$ cat src/rtl/univ_shift_reg.sv
// Universal shift register with parallel load, single-step shifts
// and counted multi-cycle shifts sequenced by a small FSM.
module univ_shift_reg #(
  parameter int DATA_WIDTH = 24,
  parameter int CNT_WIDTH  = 5
) (
  input  logic                  in_Clk,
  input  logic                  in_Rst_N,
  input  logic                  in_Load,
  input  logic [DATA_WIDTH-1:0] in_data,
  input  logic                  in_En,
  input  logic                  in_Dir,
  input  logic                  in_Arith,
  input  logic                  in_shift_in,
  input  logic                  in_Start,
  input  logic [CNT_WIDTH-1:0]  in_Amount,
  output logic [DATA_WIDTH-1:0] out_data,
  output logic                  out_shift_out,
  output logic                  out_Busy,
  output logic                  out_Done
);

  typedef enum logic [1:0] {
    IDLE  = 2'd0,
    SHIFT = 2'd1,
    DONE  = 2'd2
  } state_t;

  state_t                state, state_n;
  logic [DATA_WIDTH-1:0] data_q, data_n;
  logic                  so_q, so_n;
  logic [CNT_WIDTH-1:0]  cnt, cnt_n;
  logic                  dir_q, dir_n;
  logic                  arith_q, arith_n;

  logic                  use_dir;
  logic                  use_arith;
  logic [DATA_WIDTH-1:0] step_data;
  logic                  step_so;
  logic                  msb_fill;

  // Counted shifts use the direction latched at Start, single steps the live one
  assign use_dir   = (state == SHIFT) ? dir_q   : in_Dir;
  assign use_arith = (state == SHIFT) ? arith_q : in_Arith;
  assign msb_fill  = use_arith ? data_q[DATA_WIDTH-1] : in_shift_in;

  always_comb begin
    step_data = data_q;
    step_so   = so_q;
    if (use_dir) begin
      step_data = {msb_fill, data_q[DATA_WIDTH-1:1]};
      step_so   = data_q[0];
    end else begin
      step_data = {data_q[DATA_WIDTH-2:0], in_shift_in};
      step_so   = data_q[DATA_WIDTH-1];
    end
  end

  always_comb begin
    state_n = state;
    data_n  = data_q;
    so_n    = so_q;
    cnt_n   = cnt;
    dir_n   = dir_q;
    arith_n = arith_q;
    unique case (state)
      IDLE: begin
        if (in_Load) begin
          data_n = in_data;
        end else if (in_Start) begin
          cnt_n   = in_Amount;
          dir_n   = in_Dir;
          arith_n = in_Arith;
          state_n = (in_Amount != '0) ? SHIFT : DONE;
        end else if (in_En) begin
          data_n = step_data;
          so_n   = step_so;
        end
      end
      SHIFT: begin
        data_n = step_data;
        so_n   = step_so;
        cnt_n  = cnt - 1'b1;
        if (cnt == CNT_WIDTH'(1)) begin
          state_n = DONE;
        end
      end
      DONE: begin
        state_n = IDLE;
      end
      default: begin
        state_n = IDLE;
      end
    endcase
  end

  always_ff @(posedge in_Clk or negedge in_Rst_N) begin
    if (!in_Rst_N) begin
      state   <= IDLE;
      data_q  <= '0;
      so_q    <= 1'b0;
      cnt     <= '0;
      dir_q   <= 1'b0;
      arith_q <= 1'b0;
    end else begin
      state   <= state_n;
      data_q  <= data_n;
      so_q    <= so_n;
      cnt     <= cnt_n;
      dir_q   <= dir_n;
      arith_q <= arith_n;
    end
  end

  assign out_data      = data_q;
  assign out_shift_out = so_q;
  assign out_Busy      = (state == SHIFT);
  assign out_Done      = (state == DONE);

endmodule

$ cat config.mk
export PLATFORM = sky130hd
export DESIGN_NAME = univ_shift_reg
export DESIGN_NICKNAME = d
export VERILOG_FILES = /design/src/rtl/univ_shift_reg.sv
export SDC_FILE = /design/constraint.sdc
export NUM_CORES = 1
export LEC_CHECK = 0
export CORE_ASPECT_RATIO = 1.4
export CORE_MARGIN = 2
export CORE_UTILIZATION = 45
export CTS_CLUSTER_DIAMETER = 150
export CTS_CLUSTER_SIZE = 16
export DETAILED_ROUTE_END_ITERATION = 16
export HOLD_SLACK_MARGIN = 0.08
export PLACE_DENSITY_LB_ADDON = 0.1
export REMOVE_ABC_BUFFERS = 1
export SLEW_MARGIN = 20
export SYNTH_ARGS = -nofsm -noshare
export SYNTH_HDL_FRONTEND = slang
export SYNTH_SLANG_ARGS = --single-unit
$ cat constraint.sdc
create_clock -name in_Clk -period 3.1 [get_ports in_Clk]
set_clock_uncertainty 0.05 [all_clocks]
set_input_delay 0.775 -clock in_Clk [delete_from_list [all_inputs] [get_ports in_Clk]]
set_output_delay 0.775 -clock in_Clk [all_outputs]
set_load 0.1 [all_outputs]
# Word-level counts from Yosys, hierarchy flattened
# Index checks and enable logic that the tools add are counted.
# classes
n_addsub	1
n_eq_ne	10
n_mux	21
n_bitwise	1
n_reduce_logical	8
# ops
op	n
24-bit two-way mux	4
24-bit one-hot mux with 2 select lines	1
3-bit AND reduction	4
5-bit two-way mux	2
5-bit one-hot mux with 2 select lines	1
2-bit two-way mux	4
2-bit != test, second input constant	4
1-bit two-way mux	7
3-bit != test, second input constant	2
5-bit by 1-bit equality test with 1-bit output, second input constant	1
5-bit nonzero test	1
5-bit by 1-bit subtractor with 5-bit output, second input constant	1
2-bit one-hot mux with 2 select lines	1
4-bit AND reduction	1
2-bit by 1-bit equality test with 1-bit output, second input constant	1
2-bit equality test, second input constant	1
2-bit logical NOT	1
2-bit by 1-bit != test with 1-bit output, second input constant	1
1-bit one-hot mux with 2 select lines	1
2-bit nonzero test	1
1-bit NOT	1
# totals
reg_bits	34
input_bits	37
out_inout_bits	27

# Logic depth before layout (Yosys ltp)
# Gate-level depths: netlist of the first run.
# logic_depth
word_depth	8
depth_mapped	7
depth_no_buf	6

# Least setup slack after synthesis of the first run
# No wires, ideal clock.
# synth_path
kind	reg2out
start	register state[1]
end	output out_Done
t_arrival_ns	2.030
slack_ns	0.245
path_stages_with_launch	4
path_buffers	1
cell_sequence	dfrtp_1 > clkbuf_1 > inv_1 > nor2_1
# synth_between
elab_chain_cells	1
# synth_lines
item	line_no	text
start: declaration	29	state_t state, state_n;
start signal: assignment	106	state <= state_n;
2-bit equality test	118	assign out_Done = (state == DONE);
end: declaration	20	output logic out_Done
# No other way between the ends.

# Worst setup path after layout of the first run
# layout_path
start	register state[0]
end	output out_Busy
# layout_between
elab_chain_cells	1
# layout_lines
item	line_no	text
2-bit by 1-bit equality test with 1-bit output	117	assign out_Busy = (state == SHIFT);
end: declaration	19	output logic out_Busy,
# No other way between the ends.

==> results of run 1 <==
-- area by class of cell --
class / instances / area, µm² / share of cell area (%)
inverter: 8 / 30.0 / 1.08
timing repair buffer: 69 / 621 / 22.3
sequential: 34 / 851 / 30.6
clock buffer: 7 / 86.3 / 3.11
multi-input combinational: 160 / 1110 / 39.9
tap: 62 / 77.6 / 2.79
clock inverter: 1 / 5.00 / 0.180
-- metal layers --
layer / vias up / part of all wire (%) / GRT usage, %
met5: - / 0 / 0
met4: 0 / 1.3 / 6.92
met3: 6 / 4.2 / 3.39
met2: 50 / 51 / 34.5
met1: 907 / 44 / 28.6
li1: 916 / - / -
-- critical path, delay by kind of cell (launching register included) --
| family | cells | cell delay [ns] |
|---|---|---|
| buffers and inverters | 2 | 0.50 |
| and+or+nand+nor | 1 | 0.14 |
| DFF | 1 | 0.65 |
-- registers in the layout (all words and copies together), names as in the netlist --
register and flops:
out_data 24, dir_q 1, cnt 5, state 2
arith_q 1, out_shift_out 1
-- through the flow --
stage          instances  setup slack, ns  cell area [µm²]  hold WS [ns]
2_1_floorplan        202            0.383             1990         0.429
6_report             341            0.704             2780         0.462
3_5_place_dp         333            0.479             2690         0.458
4_1_cts              341            0.703             2780         0.476
5_1_grt              341            0.578             2780         0.521
3_3_place_gp         333            0.534             2690         0.457
-- worst max-delay path by stage --
stage	startpoint	to	cells after the start
finish	state[0]	out_Busy	3
global placement	in_Load	out_data[22]	5
global route	in_Load	out_data[22]	5
detailed placement	in_Load	out_data[18]	5
CTS	state[0]	out_Busy	3
floorplan	state[1]	out_Done	2
-- cells in the mapped netlist, drive strengths merged (3+ instances only) --
cell and count:
o211ai 25, a21oi 8, inv 8, buf 6
dfrtp 34, o21ai 6, nor2 8, nand2 26
mux2i 27, clkbuf 9, nand2b 3, nand3 26
nor3 5
-- cells by family after synthesis --
| kind of cell | count (synthesis) |
|---|---|
| muxes | 29 |
| DFF | 34 |
| adders and majority gates | 2 |
| and+or+nand+nor | 75 |
| buffers and inverters | 23 |
| AOI/OAI and AO/OA | 54 |
==> impl_metrics.toml, run 1 <==
[clock_network]
cts_hold_buffers = 0
cts_buffer_depth = 2
clkTransAtPathRegs_ns = 0.07
h-tree-depth = 2
insertion_delay_ns = 0.28
cts_tree = "done"
cts_buffers = 5
post_cts_resized = 0
cts_root_buffer = "clkbuf_8"
clkSinkCount = 34
postCtsSetupRepairBufs = 0

[min_path]
min_path_type = "reg -> reg"
min_path_cells = 2
worstHoldEndpoint = "out_shift_out"
hold_path_startpoint = "out_shift_out"

[synth]
synth_top_area_share_pct = 41.2
syn_area_mm2 = 0.00207
synthMuxAreaShare_pct = 14.8
syn_inst = 217
avgSynthCellArea_um2 = 9.53
synth_fa_ha_area_share_pct = 1.21
synth_top_family_by_area = "compound AO/OA/AOI/OAI gates"
synthTopCellsByArea = "dfrtp_1 41%, mux2i_1 13%, nand3_1 6.3%"
synthDistinctLibCells = 36
synth_edf_count = 0
synth-main-ff-cell = "dfrtp_1"
yosysTopAreaCell = "dfrtp_1"
yosysSeqAreaShare_pct = 41.2
synth_compound_area_share_pct = 20.5
synth-xor-area-share_pct = 0
synthSimpleGateAreaFrac_pct = 17.1
ys_warn_count = 0
synth-seq-cells = 34
async_flop_share_pct = 100

[grt]
grt_pass1_wl_mm = 8.60
antenna_found_initial = 0
grt_usage_pct = 21.4
grt_pass1_vias = 1875
grt.overflow.total = 0
grt_start_max_net_pins = 35

[sta]
max_clock_freq_ghz = 0.417
timing.final.crit_share_pct = 77.3
maxSlewViolCount = 0
setup_tns_ns = 0
tightest_slew_ns = 0.785
rsz0062_at_grt = "no"
finalHoldViolCount = 0
report.final.setup_viol = 0
slew_headroom_pct = 47.7
period_needed_ns = 2.40

[route]
drtPass1Iterations = 4
remaining_drc_errors = 0
post_drt_via_cell_ratio = 5.51
routed_wl_mm = 5.08
ant_nets = 0
vias = 1879
wl_per_cell_um = 14.9
drt-initial-drc-count = 116

[cells_and_area]
final_core_util_pct = 62.3
drive_gt1_share_pct = 19.4
layout_commonest_cell = "clkdlybuf4s50_1"
areaGrowthSynthToFinish_pct = 34.5
fin_nets = 317
fill_cells = 405
n_antenna_cell = 0
final_cell_mix = "36 x clkdlybuf4s50_1, 34 x dfrtp_1, 32 x buf_4"

[worst_setup_path]
regToRegSetupSlack_ns = 1.10
endpoint_kind = "output pin"
cpPeakStageDelay_ns = 0.65
cp.arrival_ns = 1.57
critPathMaxFanout = 16
r2r_start = "state[0]"
cp.required_ns = 2.27
cp-start-kind = "flop"
critPathSlowestCell = "dfrtp_1"
crit_chain = "nand2b_1, inv_1, buf_4"
regToRegEndpoint = "out_data[10]"
crit_type = "reg -> out"
worstRegToRegCells = 6

[placed_design]
place.gp.congestion = 0.778
hpwl_mm = 3.61
port_buffers = 63

[die]
die-area_mm2 = 0.00516
die_w_um = 61.3
rows = 29
die_h_um = 84.2
boundaryPins = 64
start_util_pct = 46.3
coreArea_mm2 = 0.00446

[status]
status = "completed"

[flow_run]
max_cap_viol_count = 0
Power of run 1 is left out: the tool's default activity adds up to more than one toggle a clock period on the data nets, which glitch-free logic cannot reach.
==> inputs of run 2 (changes only) <==
--- a/config.mk
+++ b/config.mk
@@ -7,7 +7,7 @@
 export LEC_CHECK = 0
 export CORE_ASPECT_RATIO = 1.4
 export CORE_MARGIN = 2
-export CORE_UTILIZATION = 45
+export CORE_UTILIZATION = 42
 export CTS_CLUSTER_DIAMETER = 150
 export CTS_CLUSTER_SIZE = 16
 export DETAILED_ROUTE_END_ITERATION = 16
==> constraint.sdc (replaced) <==
create_clock -name in_Clk -period 2 [get_ports in_Clk]
set_clock_uncertainty 0.05 [all_clocks]
set_input_delay 0.5 -clock in_Clk [delete_from_list [all_inputs] [get_ports in_Clk]]
set_output_delay 0.5 -clock in_Clk [all_outputs]
set_load 0.1 [all_outputs]
==> impl_metrics.toml, run 2 (same netlist as run 1, synthesis figures left out) <==
[status]
status = "completed"

[placed_design]
port_buffers = 63
place.gp.congestion = 0.788
hpwl_mm = 3.93
place_ws_ns = -0.0568

[sta]
tightest_slew_ns = 0.439
worst_slack_ns = 0.0609
maxSlewViolCount = 0
period_needed_ns = 1.94
rsz0062_at_grt = "no"
hold_ws_ns = 0.487
setup_tns_ns = 0
finalHoldViolCount = 0
timing.final.crit_share_pct = 97.0
slew_headroom_pct = 70.8
max_clock_freq_ghz = 0.516
report.final.setup_viol = 0

[route]
drtPass1Iterations = 4
vias = 1947
drt-initial-drc-count = 106
remaining_drc_errors = 0
wl_per_cell_um = 15.2
routed_wl_mm = 5.35
ant_nets = 0
post_drt_via_cell_ratio = 5.52

[cells_and_area]
drive_gt1_share_pct = 22.8
final_cell_mix = "36 x clkdlybuf4s50_1, 34 x dfrtp_1, 31 x buf_12"
layout_commonest_cell = "clkdlybuf4s50_1"
n_antenna_cell = 0
multi_input_area_mm2 = 0.00111
areaGrowthSynthToFinish_pct = 56.7
fin_nets = 329
largest_reg_flops = 24
seqCellArea_um2 = 851
final_core_util_pct = 67.4
fill_cells = 413

[grt]
grt_start_max_net_pins = 35
grt_pass1_vias = 1999
grt_pass1_wl_mm = 9.40
grt.overflow.total = 0
antenna_found_initial = 0
grt_usage_pct = 21.4

[die]
rows = 30
die_h_um = 87.0
boundaryPins = 64
die_w_um = 63.3
start_util_pct = 43.0
coreArea_mm2 = 0.00480
die-area_mm2 = 0.00551

[worst_setup_path]
crit_type = "reg -> out"
cp.required_ns = 1.45
critPathMaxFanout = 8
endpoint_kind = "output pin"
cp-start-kind = "flop"
cp.arrival_ns = 1.39

[min_path]
min_path_type = "reg -> reg"

[clock_network]
postCtsSetupRepairBufs = 0
clkSinkCount = 34
cts_root_buffer = "clkbuf_8"
cts_tree = "done"
clkTransAtPathRegs_ns = 0.06
cts_buffer_depth = 2
insertion_delay_ns = 0.28
cts_buffers = 5
h-tree-depth = 2

[flow_run]
max_cap_viol_count = 0
-- run 2: cell types whose count changed in the layout (fill, tap and decap cells not counted), sizes merged --
cell	delta
clkbuf	-1
buf	+12
clkinv	-1
-- run 2: final timing paths --
| check | startpoint | end | slack, ns | depth (start not counted) |
|---|---|---|---|---|
| setup / recovery | state[1] | out_Busy | 0.06 | 3 |
| hold / removal | arith_q | arith_q | 0.49 | 1 |
| setup reg to reg | state[1] | out_data[14] | 0.26 | 5 |
| hold reg to reg | arith_q | arith_q | 0.49 | 1 |
| max in group asynchronous | in_Rst_N | cnt[2] | 1.01 | 2 |
| min in group asynchronous | in_Rst_N | dir_q | 0.57 | 2 |
-- run 2: per-stage QoR --
stage | cells | cell area, µm²
CTS | 353 | 3240
global route | 353 | 3240
finish | 353 | 3240
floorplan | 202 | 1990
global placement | 347 | 3160
detailed placement | 347 | 3160
-- run 2: repair_timing --
| item | CTS | global route |
|---|---|---|
| hold buffers | 0 | 0 |
| resized for setup | 1 | 0 |
| endpoints found under the setup margin | 1 | 0 |
-- run 2: layer usage --
metal  vias up  global-route usage [%]  share of wire, %
met5         -                       0                 0
met4         0                    5.53               1.4
met3         8                    6.47               7.1
met2        65                    37.6                51
met1       936                    25.4                40
li1        938                       -                 -
-- run 2: layout make-up --
class                      count  area share [%]
tap                           64            2.47
clock buffer                   6            2.55
multi-input combinational    160            34.3
inverter                       8           0.927
timing repair buffer          81            33.5
sequential                    34            26.3
-- run 2: worst max-delay path: stages, from the launching register on --
cell      delay [ns]
dfrtp_1         0.37
nand2b_1        0.33
inv_2           0.22
buf_12          0.19
Power of run 2 is left out for the same reason.
==> inputs of run 3 (changes only) <==
--- a/config.mk
+++ b/config.mk
@@ -9,7 +9,7 @@
 export CORE_MARGIN = 2
 export CORE_UTILIZATION = 42
 export CTS_CLUSTER_DIAMETER = 150
-export CTS_CLUSTER_SIZE = 16
+export CTS_CLUSTER_SIZE = 30
 export DETAILED_ROUTE_END_ITERATION = 16
 export HOLD_SLACK_MARGIN = 0.08
 export PLACE_DENSITY_LB_ADDON = 0.1
==> results of run 3 <==
The final DEF is identical to that of run 2; final timing and power are the same.
Power of run 3 is left out for the same reason.
==> RTL edit, RTL diff (flow settings as in run 1) <==
Reset style: synchronous (`in_Rst_N`), changed in one clocked block.
--- a/src/rtl/univ_shift_reg.sv
+++ b/src/rtl/univ_shift_reg.sv
@@ -95,5 +95,5 @@
   end
 
-  always_ff @(posedge in_Clk or negedge in_Rst_N) begin
+  always_ff @(posedge in_Clk) begin
     if (!in_Rst_N) begin
       state   <= IDLE;
Function: differs if in_Rst_N is asserted again (counterexample within 4 cycles, from zero or initial values and one cycle with in_Rst_N low); with in_Rst_N held inactive, the same outputs for 10 cycles.
==> RTL edit against run 1 <==
  * Sequential cell count is the same
  * Highest routed layer unchanged
  * Register-to-register slack lost 0.14 ns
  * Count of clock-buffer cells in the layout is the same
  * Via count shrank 7.0%
  * Global-route usage grew 0.14 points
  * Die area shrank 13%
  * Cell area shrank 12%
  * Routed wire length shrank 7.9%
  * Area after synthesis shrank 14%
  * Setup slack gained 0.041 ns
  * Critical endpoint is now out_data[22]
  * Cell count shrank 13%
==> RTL edit: results (changes against run 1) <==
result of the run - finished, final reports clean (unchanged)
synth cell count leaders - sky130_fd_sc_hd__dfxtp_1, sky130_fd_sc_hd__mux2i_1, sky130_fd_sc_hd__a32oi_1 (was sky130_fd_sc_hd__dfrtp_1, sky130_fd_sc_hd__mux2i_1, sky130_fd_sc_hd__nand2_1, sky130_fd_sc_hd__nand3_1, sky130_fd_sc_hd__o211ai_1)
placer congestion estimate - 0.8914 (was 0.7784)
Crit. Startpoint - in_Load (was state[0])
CTS-repair resized insts - 0 (unchanged)
clk buf depth - 2 (unchanged)
number of violations reported at the end of detailed-routing iteration 0 - 56 (was 116)
metal2 WL - 2536 µm (was 2572 µm)
GRT Overall Usage - 21.49% (was 21.35%)
DP Worst Slack - 0.4293 ns (was 0.4787 ns)
final critical-path required period - 2.355 ns (was 2.396 ns)
DRT Wirelength - 4675 µm (was 5075 µm)
vias in the first global route - 1609 (was 1875)
critical-path cell with the highest stage delay - sky130_fd_sc_hd__or3b_2 (was sky130_fd_sc_hd__dfrtp_1)
net total in the final layout - 291 (was 317)
Worst-Margin Slew - 0.8027 ns (was 0.7852 ns)
fillers - 346 (was 405)
Worst Path Max Fanout - 23 (was 16)
Synth Instances - 191 (was 217)
number of placed cells counting well taps - 288 (was 333)
Port Buffers - 63 (unchanged)
path category of the worst min-delay check - flip-flop to flip-flop (unchanged)
max incr delay on CP - 0.52 ns (was 0.65 ns)
core occupancy in the finished layout - 63.42% (was 62.29%)
met3 GRT Util - 5.766% (was 3.390%)
per-cell via count in the routed design - 5.905 (was 5.510)
share of the yosys chip area belonging to registers - 38.36% (was 41.16%)
Reg2Reg Setup Slack - 0.96 ns (was 1.10 ns)
root buf cell - sky130_fd_sc_hd__clkbuf_8 (unchanged)
met2 layer usage reported by global route - 37.93% (was 34.53%)
hold endpoint - cnt[3] (was out_shift_out)
most area-consuming cells after synthesis - sky130_fd_sc_hd__dfxtp_1, sky130_fd_sc_hd__mux2i_1, sky130_fd_sc_hd__a32oi_1 (was sky130_fd_sc_hd__dfrtp_1, sky130_fd_sc_hd__mux2i_1, sky130_fd_sc_hd__nand3_1)
endpoint of the lowest-slack register-to-register path - out_data[23] (was out_data[10])
overall via count from detail_route - 1748 (was 1879)
share of cells above drive strength 1 - 17.00% (was 19.35%)
pin count of the biggest net entering global routing - 27 (was 35)
Placement Cell Area - 0.002351 mm² (was 0.002689 mm²)
number of flip-flops under the largest register name - 24 (unchanged)
Worst Hold Launch - cnt[3] (was out_shift_out)
CP Capture Point - out_data[22] (was out_Busy)
number of H-tree branching levels - 2 (unchanged)
Fin Hold WS - 0.4590 ns (was 0.4617 ns)
critical path arrival - 2.51 ns (was 1.57 ns)
fraction of synthesis flops using an asynchronous set or reset pin - 0% (was 100.0%)
HPWL reported at the end of detailed placement - 3320 µm (was 3605 µm)
startpoint of the most critical register-to-register path - state[1] (was state[0])
reported net switching power - 526.1 µW
global-route wire length before repair - 7603 µm (was 8604 µm)
met1 capacity usage during global routing - 24.41% (was 28.61%)
met1 routed wirelength after detailed routing - 1851 µm (was 2221 µm)
met3 routed wirelength - 242 µm (was 215 µm)
## RTL edit: power by group through the flow
stage               Sequential (µW)  Combinational (µW)  Clock, µW
finish                          515                 477        337
global route                    521                 503        366
floorplan                       714                 142          0
CTS                             515                 479        343
global placement                525                 475          0
detailed placement              525                 477          0
## RTL edit: layout make-up
class                      count  area share [%]
clock buffer                   7           3.535
clock inverter                 1          0.2049
inverter                       5          0.7684
multi-input combinational    138           40.83
sequential                    34           27.87
tap                           43           2.203
timing repair buffer          68           24.59
## RTL edit: worst max-delay path: cells and delay by family
kind | cells | cell delay (ns)
simple gates | 1 | 0.52
compound gates | 2 | 0.73
buf+inv | 1 | 0.47
## RTL edit: cell families (layout without fill, tap and decap cells)
group                      Yosys count  count (layout)  synth area share (%)
AOI/OAI and AO/OA                   74              74                 28.14
DFF                                 34              34                 38.36
and+or+nand+nor                     34              34                 10.22
muxes                               27              27                 15.94
buffers and inverters               19              81                 5.429
adders and majority gates            2               2                 1.410
xor gates and xnor gates             1               1                0.4937
